## config.mk

```make
export PLATFORM = sky130hd
export DESIGN_NAME = serial_sram_top_flat
export DESIGN_NICKNAME = d
export VERILOG_FILES = /design/src/rtl/serial_sram_top_if.sv /design/src/rtl/serial_sram_top.sv /design/src/flat_wrapper.sv
export SDC_FILE = /design/constraint.sdc
export NUM_CORES = 1
export LEC_CHECK = 0
export ABC_AREA = 1
export BUFFER_PORTS_ARGS = -buffer_cell sky130_fd_sc_hd__clkbuf_2
export CAP_MARGIN = 20
export CORE_ASPECT_RATIO = 1.5
export CORE_MARGIN = 5
export CORE_UTILIZATION = 55
export DETAILED_ROUTE_END_ITERATION = 10
export HOLD_SLACK_MARGIN = 0.1
export PLACE_DENSITY = 0.75
export SLEW_MARGIN = 20
export SYNTH_ARGS = -nofsm -noshare
export SYNTH_HDL_FRONTEND = slang
export SYNTH_SLANG_ARGS = --single-unit
```

## constraint.sdc

```tcl
create_clock -name clk -period 1.45 [get_ports clk]
set_input_delay 0.3625 -clock clk [delete_from_list [all_inputs] [get_ports clk]]
set_output_delay 0.3625 -clock clk [all_outputs]
set_load 0.05 [all_outputs]
```

## src/rtl/serial_sram_top_if.sv

```systemverilog
// serial_sram_top_if: serial load, word access and read-response signals of the serial SRAM block.
interface serial_sram_top_if #(
  parameter int ROWS = 16,
  parameter int COLS = 8
);
  localparam int AW = (ROWS > 1) ? $clog2(ROWS) : 1;
  logic serial_in;
  logic shift;
  logic load;
  logic w_en;
  logic r_en;
  logic [AW-1:0] addr;
  logic data_valid;
  logic [COLS-1:0] data_out;
  logic parity_err;
  modport master (
    output serial_in, shift, load, w_en, r_en, addr,
    input  data_valid, data_out, parity_err
  );
  modport slave (
    input  serial_in, shift, load, w_en, r_en, addr,
    output data_valid, data_out, parity_err
  );
endinterface

```

## src/rtl/serial_sram_top.sv

```systemverilog
// serial_sram_top: serially loaded ROWS x COLS register-array SRAM with a one-cycle registered read.
// Define SRAM_PARITY_EN to store a per-row even-parity bit and flag mismatches on read.
module serial_sram_top #(
  parameter int ROWS = 16,
  parameter int COLS = 8
) (
  input logic clk,
  input logic arst_n,
  serial_sram_top_if.slave bus
);
  localparam int AW = (ROWS > 1) ? $clog2(ROWS) : 1;
  logic [COLS-1:0] sreg;
  logic [COLS-1:0] pword;
  logic [COLS-1:0] data_q;
  logic [COLS-1:0] rd_word;
  logic [AW-1:0] addr_q;
  logic vld_q;
  logic in_range;
  logic rd;
  logic [COLS-1:0] mem [ROWS];
  assign in_range = 32'(bus.addr) < ROWS;
  assign rd = bus.r_en & ~bus.w_en;
  assign rd_word = in_range ? mem[bus.addr] : '0;
  always_ff @(posedge clk or negedge arst_n) begin
    if (!arst_n) begin
      sreg <= '0;
      pword <= '0;
    end else begin
      if (bus.shift) sreg <= {sreg[COLS-2:0], bus.serial_in};
      if (bus.load) pword <= sreg;
    end
  end
  // Storage is deliberately left out of reset so contents survive an arst_n pulse.
  always_ff @(posedge clk) begin
    if (bus.w_en && in_range) mem[bus.addr] <= pword;
  end
  always_ff @(posedge clk or negedge arst_n) begin
    if (!arst_n) begin
      data_q <= '0;
      addr_q <= '0;
      vld_q <= 1'b0;
    end else begin
      vld_q <= rd;
      if (rd) begin
        data_q <= rd_word;
        addr_q <= bus.addr;
      end
    end
  end
  assign bus.data_out = data_q;
  // Valid only while the same read is still being requested, so data_out always matches mem[addr].
  assign bus.data_valid = vld_q & rd & (bus.addr == addr_q);
`ifdef SRAM_PARITY_EN
  logic par_mem [ROWS];
  logic rd_par;
  logic perr_q;
  assign rd_par = in_range ? par_mem[bus.addr] : 1'b0;
  always_ff @(posedge clk) begin
    if (bus.w_en && in_range) par_mem[bus.addr] <= ^pword;
  end
  always_ff @(posedge clk or negedge arst_n) begin
    if (!arst_n) perr_q <= 1'b0;
    else if (rd) perr_q <= (^rd_word) ^ rd_par;
  end
  assign bus.parity_err = bus.data_valid & perr_q;
`else
  assign bus.parity_err = 1'b0;
`endif
endmodule

```

## src/flat_wrapper.sv

```systemverilog
// flat-port wrapper written by rule: the top's interface ports become plain ports
module serial_sram_top_flat 
#(
  parameter int ROWS = 16,
  parameter int COLS = 8
)
  (clk, arst_n, bus_serial_in, bus_shift, bus_load, bus_w_en, bus_r_en, bus_addr, bus_data_valid, bus_data_out, bus_parity_err);
  serial_sram_top_if #(.ROWS(ROWS), .COLS(COLS)) bus_i ();
  input logic clk;
  input logic arst_n;
  input wire logic [$bits(bus_i.serial_in)-1:0] bus_serial_in;
  input wire logic [$bits(bus_i.shift)-1:0] bus_shift;
  input wire logic [$bits(bus_i.load)-1:0] bus_load;
  input wire logic [$bits(bus_i.w_en)-1:0] bus_w_en;
  input wire logic [$bits(bus_i.r_en)-1:0] bus_r_en;
  input wire logic [$bits(bus_i.addr)-1:0] bus_addr;
  output wire logic [$bits(bus_i.data_valid)-1:0] bus_data_valid;
  output wire logic [$bits(bus_i.data_out)-1:0] bus_data_out;
  output wire logic [$bits(bus_i.parity_err)-1:0] bus_parity_err;
  assign bus_i.serial_in = bus_serial_in;
  assign bus_i.shift = bus_shift;
  assign bus_i.load = bus_load;
  assign bus_i.w_en = bus_w_en;
  assign bus_i.r_en = bus_r_en;
  assign bus_i.addr = bus_addr;
  assign bus_data_valid = bus_i.data_valid;
  assign bus_data_out = bus_i.data_out;
  assign bus_parity_err = bus_i.parity_err;
  serial_sram_top #(.ROWS(ROWS), .COLS(COLS)) u_core (.clk(clk), .arst_n(arst_n), .bus(bus_i));
endmodule
```

# Word-level counts from Yosys, hierarchy flattened
# Memory sizes are Yosys's and may differ from the RTL's. A register that Yosys moved wholly into a read port is not among the register bits.
# Index checks and enable logic that the tools add are counted.
[totals]
ff_bits = 21
ramBits = 128
inputBits = 11
output_inout_bits = 10
memories = 1
[mem_list]
columns = ["name", "depth", "word_bits", "rd", "rd_ports_with_merged_regs", "wr", "line_no", "text"]
rows = [
  ["u_core.mem", 16, 8, 1, 1, 1, "serial_sram_top.sv:20", "logic [COLS-1:0] mem [ROWS];"],
]
[op_classes]
n_eq_ne = 1
n_mux = 2
n_bitwise = 4
reduce_logical = 1
[op_table]
columns = ["op", "n"]
rows = [
  ["$eq A4 B4 Y1", 1],
  ["$and A1 B1 Y1", 3],
  ["$mux W1", 2],
  ["$logic_not A1 Y1", 1],
  ["$not A1 Y1", 1],
]

# Depth between registers and ports, before layout
# Gate-level depths: netlist (run 1).
[depth]
word_depth = 4
ltp_mapped = 10

# Worst setup path after synthesis (run 1)
# Ideal clock, no wire load.
[synth_timing]
path_type = "input port to output port"
from = "input port bus_addr[1]"
to = "output port bus_data_valid"
t_arrival_ns = 2.408
required_time_ns = 1.087
slack_ns = -1.320
stages = 6
path_buffers = 2
cell_sequence = "buf_2 > inv_2 > buf_2 > or2_2 > nand4_1 > nor4_1"
[synth_via]
elab_chain_len = 2
[synth_rtl]
columns = ["item", "line_no", "text"]
rows = [
  ["start, declared", "flat_wrapper.sv:16", "input wire logic [$bits(bus_i.addr)-1:0] bus_addr;"],
  ["$eq A4 B4 Y1", "serial_sram_top.sv:52", "assign bus.data_valid = vld_q & rd & (bus.addr == addr_q);"],
  ["$and A1 B1 Y1", "serial_sram_top.sv:52", ""],
  ["end, declared", "flat_wrapper.sv:17", "output wire logic [$bits(bus_i.data_valid)-1:0] bus_data_valid;"],
]
# No other way between the ends.

# Worst setup path after layout (run 1)
[layout_timing]
from = "register u_core.addr_q[1]"
to = "output port bus_data_valid"
[layout_via]
elab_chain_len = 2
[layout_rtl]
columns = ["item", "line_no", "text"]
rows = [
  ["start, declared", "serial_sram_top.sv:16", "logic [AW-1:0] addr_q;"],
  ["start signal, assigned", "serial_sram_top.sv:46", "addr_q <= bus.addr;"],
  ["$eq A4 B4 Y1", "serial_sram_top.sv:52", ""],
  ["$and A1 B1 Y1", "serial_sram_top.sv:52", ""],
]
# No other way between the ends.

==> impl_metrics.csv, run 1 <==
group,metric,value,unit
hold_path,hold_depth,3,
logic_synthesis,synth_top_family_by_area,"simple AND/OR/NAND/NOR gates",
clock_tree,post-cts-setup-buffers,0,
route,firstDrtPassIters,5,
clock_tree,cts_sinks,157,
route,wl_per_cell,16.84,um
logic_synthesis,synth-simple-area-share,23.68,%
logic_synthesis,synth_seq_cells,157,
final_layout,antenna-diode-count,0,
placement,gp_congestion,0.9228,
placement,dp_hpwl,9488,um
route,dr.first_iter.drc_count,395,
final_layout,finalInstanceArea,7649,um2
logic_synthesis,synth.distinct_cells,19,
final_layout,syn2layout_area_growth,18.93,%
logic_synthesis,synth_common_cells,"nand2_1, edfxtp_1, nor2_1",
floorplan,die_h,142.4,um
clock_tree,cts_tree,"done",
critical_path,cp_max_fo,3,
route,route.vias.total,4376,
pwr,pwr-share-seq,51.6,%
pwr,p_leak,3.074,nW
logic_synthesis,synthAdderAreaFrac,0,%
global_route,grt-ovfl-total,0,
logic_synthesis,ys_async_sr_fraction,18.47,%
final_layout,num-nets-final,670,
timing,slew_headroom,51.02,%
pwr,power.internal,0.007658,W
timing,finalCriticalPeriod,1845,ps
logic_synthesis,synthMuxAreaShare,0.1751,%
critical_path,timing.rr.end,"u_core.pword[7]",
route,wl,13840,um
floorplan,core-area,11470,um2
placement,placedCellCount,789,
floorplan,die-area,14000,um2
global_route,grt_max_degree,38,
placement,place_area,7093,um2
clock_tree,htree_levels,4,
clock_tree,cts_buffers,17,
logic_synthesis,synth_enable_flop_cells,128,
placement,pre_cts_ws,-193.5,ps
critical_path,start_kind,"flip-flop",
route,via_per_inst,5.324,
logic_synthesis,synth_largest_area_cell,"edfxtp_1",
logic_synthesis,ys_seq_area_share,71.05,%
hold_path,hold_path_class,"input port to flip-flop",
logic_synthesis,synth_compound_gate_area_share,1.634,%
pwr,combPwrFrac,9.5,%
run_status,status,"finished with violations",
global_route,antenna_found_initial,0,
logic_synthesis,synth-xor-area-share,0,%
clock_tree,cts_root_buffer,"clkbuf_16",
run_status,violations,"negative setup slack",
final_layout,final_cells,822,
clock_tree,path_clk_slew,60,ps
floorplan,rows,48,
logic_synthesis,synth_top_area_share,59.77,%
logic_synthesis,ys.flop_type,"edfxtp_1",
route,ant_nets,0,
critical_path,path_class,"flip-flop to output pin",
clock_tree,clk_latency,420,ps
timing,finalHoldViolations,0,
critical_path,cp.arrival,1480,ps
timing,rsz0062_at_grt,"yes",
logic_synthesis,syn_area,6431,um2
timing,setup_violations,1,
critical_path,r2r_cells,1,
logic_synthesis,yosysWarnings,0,
pwr,p_sw,0.002644,W
global_route,grt_pass1_vias,4462,
hold_path,hold_end,"u_core.sreg[0]",
pwr,peakVddDrop,0.0008685,V
logic_synthesis,synth_cells,605,
timing,fmax,542.0,MHz
critical_path,r2r_slack,290,ps
pwr,switching_share,25.66,%
hold_path,hp-start,"bus_serial_in",
timing,slew_violations,0,
critical_path,r2r_start,"u_core.pword[7]",
logic_synthesis,synth_nets,616,
timing,skew,7.052,ps
critical_path,critPathRequiredTime,1090,ps
final_layout,layout-drive-gt1-share,18.45,%
logic_synthesis,avgSynthCellArea,10.63,um2
run,cap_violations,0,
floorplan,die_width,98.29,um
final_layout,final_core_util,66.68,%
logic_synthesis,synth.area.top_cells,"edfxtp_1, nand2_1, dfrtp_1, nand3_1, nor2_1",
timing,tightest_slew,734.7,ps
clock_tree,clock_path_buffers,2,
logic_synthesis,synth_most_common_cell,"nand2_1",
critical_path,end_kind,"output pin",
global_route,grt_pass1_wl,22910,um
placement,port_buffers,19,
floorplan,io_pins,21,
timing,finalCritPeriodShare,127.2,%
global_route,grt_use_total,21.38,%
route,drc_errors,0,
pwr,pwr-share-clk,38.9,%
pwr,pwr_density_cell,1347,nW/um2
timing,fin_ws,-394.9,ps
floorplan,initial_utilization,56.06,%
-- cell families (layout without fill, tap and decap cells) --
logic type	after synthesis	in the layout
simple gates	381	381
flops	157	157
buf+inv	44	111
compound gates	21	21
other cells	1	1
mux	1	1
-- worst max-delay path: stages (launching register included) --
cell,delay [ps]
dfrtp_1,400
nand2_1,80
o21ai_2,70
nor4_4,340
buf_12,180
-- routing by layer --
| metal | GRT usage (%) | part of all wire (%) | up-vias |
|---|---|---|---|
| li1 | - | - | 2115 |
| met1 | 25.32 | 40 | 2074 |
| met2 | 36.54 | 51 | 149 |
| met3 | 5.051 | 5.5 | 38 |
| met4 | 10.65 | 3.6 | 0 |
| met5 | 0 | 0 | - |
-- stage by stage --
step | power (W) | hold slack [ps] | TNS [ps]
final | 0.01030 | 155.8 | -394.9
after global routing | 0.01071 | 182.5 | -463.5
after CTS | 0.01035 | 138.4 | -414.8
after detailed placement | 0.006378 | 397.8 | -13530
after global placement | 0.006348 | 396.2 | -11760
after floorplan | 0.005972 | 66.91 | -9975
-- how the worst max path moves through the flow --
stage                                  end  slack, ps        startpoint
floorplan                   bus_data_valid       -350       bus_addr[1]
global placement    u_core.bus.data_out[7]       -170       bus_addr[0]
detailed placement  u_core.bus.data_out[7]       -190       bus_addr[0]
CTS                         bus_data_valid       -410  u_core.addr_q[1]
global route                bus_data_valid       -460  u_core.addr_q[1]
finish                      bus_data_valid       -390  u_core.addr_q[1]
-- state kept, by name (all words and copies together), names as in the netlist --
name	cells
u_core.mem	128
u_core.bus.data_out	8
u_core.pword	8
u_core.sreg	8
u_core.addr_q	4
u_core.vld_q	1
-- what timing repair did --
item | CTS | global route
resized for setup | 2 | 6
hold buffers | 1 | 0
endpoints found under the hold margin | 29 | 0
pin swaps | 1 | 0
endpoints found under the setup margin | 1 | 6
-- layout by cell type, fill, tap and decap left out, drive strengths merged, types with 2 or more instances in the layout --
cell type	count
edfxtp	128
nand2	273
buf	47
clkinv	2
clkinvlp	7
nor2	52
a21oi	8
dfrtp	29
nand3	44
clkbuf	31
or2	2
nand4	9
o21ai	13
inv	23
-- power groups by stage --
stage	logic, W	clock network, W	registers, W
2_1_floorplan	0.000470	0	0.00550
3_3_place_gp	0.000949	0	0.00540
3_5_place_dp	0.000970	0	0.00541
4_1_cts	0.000981	0.00406	0.00532
5_1_grt	0.00108	0.00430	0.00533
6_report	0.000977	0.00401	0.00532
-- cell type report --
cell class	count	area [um2]
clock buffers	17	425.4
clock inverters	15	113.9
fillers	828	3822
inverters	17	71.32
multi-input cells	404	1818
flip-flops and latches	157	4569
well taps	150	187.7
repair buffers	62	462.9
(Power assumes the default switching activity.)
==> inputs of run 2 (changes only) <==
--- a/config.mk
+++ b/config.mk
@@ -14,6 +14,7 @@
 export DETAILED_ROUTE_END_ITERATION = 10
 export HOLD_SLACK_MARGIN = 0.1
 export PLACE_DENSITY = 0.75
+export SKIP_CTS_REPAIR_TIMING = 1
 export SLEW_MARGIN = 20
 export SYNTH_ARGS = -nofsm -noshare
 export SYNTH_HDL_FRONTEND = slang
==> run 2 against run 1 <==
  * The run still ends with negative setup slack left
  * Via count decreased by 0.69%
  * Highest routed layer unchanged
  * First-iteration DRC count decreased by 2.8%
  * Non-clock buffer count unchanged
  * Largest cell class unchanged
  * Global-route usage about the same
==> impl_metrics.csv, run 2 (synthesis gave the netlist of run 1 again) <==
group,metric,value,unit
clock_tree,clk_latency,420,ps
floorplan,rows,48,
critical_path,cp_top_family,"simple AND/OR/NAND/NOR gates",
global_route,use_met2,36.54,%
pwr,peakVddDrop,0.0008663,V
critical_path,timing.rr.end,"u_core.bus.data_out[3]",
run_status,status,"finished with violations",
floorplan,io_pins,21,
clock_tree,clock_path_buffers,2,
run_status,violations,"negative setup slack",
critical_path,crit_chain,"or2_2 -> o21ai_0 -> nor4_4 -> buf_12",
global_route,antenna_found_initial,0,
timing,setup_violations,1,
route,firstDrtPassIters,7,
final_layout,syn2layout_area_growth,18.87,%
placement,gp_congestion,0.9228,
critical_path,r2r_cells,8,
critical_path,critPathRequiredTime,1090,ps
final_layout,antenna-diode-count,0,
timing,finalCriticalPeriod,1868,ps
hold_path,hold_end,"u_core.sreg[0]",
timing,finalHoldViolations,0,
global_route,grt_pass1_wl,22890,um
hold_path,hp-start,"bus_serial_in",
floorplan,die-area,14000,um2
timing,slew_headroom,53.67,%
timing,finalCritPeriodShare,128.8,%
route,wl,13830,um
critical_path,end_kind,"output pin",
floorplan,core-area,11470,um2
floorplan,die_h,142.4,um
timing,fin_ws,-417.7,ps
timing,slew_violations,0,
placement,dp_hpwl,9488,um
clock_tree,cts_root_buffer,"clkbuf_16",
critical_path,cp.arrival,1510,ps
global_route,grt-ovfl-total,0,
route,drc_errors,0,
global_route,grt_max_degree,38,
final_layout,final_core_util,66.64,%
global_route,grt_util_met3,5.002,%
clock_tree,cts_buffers,17,
placement,pre_cts_ws,-193.5,ps
timing,rsz0062_at_grt,"yes",
critical_path,slowest_stage,"dfrtp_1",
final_layout,layout-drive-gt1-share,18.30,%
pwr,pwr_density_cell,1347,nW/um2
critical_path,cp_max_fo,3,
final_layout,fill_cells,830,
global_route,grtUsageMet1,25.32,%
timing,fmax,535.4,MHz
clock_tree,cts_sinks,157,
timing,tightest_slew,694.9,ps
global_route,grt-busiest-layer,"met2",
critical_path,cp.depth,4,
placement,port_buffers,19,
route,wl_per_cell,16.83,um
pwr,p_leak,3.072,nW
final_layout,mostFrequentLayoutCells,"nand2_1, edfxtp_1, nand3_1, buf_4, nor2_1",
critical_path,start_kind,"flip-flop",
route,dr.first_iter.drc_count,384,
critical_path,path_class,"flip-flop to output pin",
final_layout,num-nets-final,670,
final_layout,regMostFlops,"u_core.mem",
hold_path,hold_depth,3,
hold_path,hold_path_class,"input port to flip-flop",
critical_path,r2r_slack,300,ps
pwr,power,0.01029,W
timing,skew,7.923,ps
critical_path,r2r_start,"u_core.mem[4][3]",
floorplan,die_width,98.29,um
clock_tree,cts_tree,"done",
placement,place_area,7093,um2
route,route.vias.total,4346,
clock_tree,path_clk_slew,60,ps
run,cap_violations,0,
global_route,grt_pass1_vias,4460,
final_layout,largest_reg_flops,128,
route,ant_nets,0,
global_route,grt_use_total,21.37,%
critical_path,path_buf_inv,1,
critical_path,max_stage_delay,370,ps
floorplan,initial_utilization,56.06,%
route,via_per_inst,5.287,
clock_tree,htree_levels,4,
final_layout,finalInstanceArea,7645,um2
final_layout,final_common_cell,"nand2_1",
## run 2: cell count changes in the layout (fill, tap and decap cells not counted)
cell and delta:
o21ai_0 +1, o21ai_2 -1
## run 2: worst max path at each step
stage | start | to | slack [ps]
final | u_core.addr_q[0] | bus_data_valid | -420
after global placement | bus_addr[0] | u_core.bus.data_out[7] | -170
after global routing | u_core.addr_q[1] | bus_data_valid | -460
after detailed placement | bus_addr[0] | u_core.bus.data_out[7] | -190
after floorplan | bus_addr[1] | bus_data_valid | -350
after CTS | u_core.addr_q[0] | bus_data_valid | -440
## run 2: per-stage QoR
| stage | TNS, ps | std cells | hold WS [ps] |
|---|---|---|---|
| detailed placement | -13530 | 789 | 397.8 |
| global route | -464.5 | 822 | 182.5 |
| CTS | -441.4 | 821 | -49.31 |
| floorplan | -9975 | 605 | 66.91 |
| global placement | -11760 | 789 | 396.2 |
| finish | -417.7 | 822 | 155.6 |
## run 2: layout make-up
| class | count | area [um2] | area share [%] |
|---|---|---|---|
| Tap cell | 150 | 187.7 | 2.455 |
| Multi-Input combinational cell | 404 | 1814 | 23.73 |
| Inverter | 17 | 71.32 | 0.9329 |
| Clock inverter | 15 | 113.9 | 1.489 |
| Clock buffer | 17 | 425.4 | 5.565 |
| Timing Repair Buffer | 62 | 462.9 | 6.056 |
| Sequential cell | 157 | 4569 | 59.77 |
## run 2: report_power, final
part	internal (W)	total (W)	switching, W
Sequential	0.00516	0.00531	0.000156
Combinational	0.000294	0.000977	0.000682
Clock	0.00220	0.00400	0.00180
Total	0.00766	0.0103	0.00264
## run 2: worst min-delay path, delay by kind of cell
family                 cells  cell delay (ps)
AOI/OAI and AO/OA          1               60
buffers and inverters      1               70
and+or+nand+nor            1               40
## run 2: metal layers
metal / wire length, um / part of all wire [%]
met2: 7054 / 51
met1: 5558 / 40
met4: 529 / 3.8
met5: 0 / 0
met3: 688 / 5.0
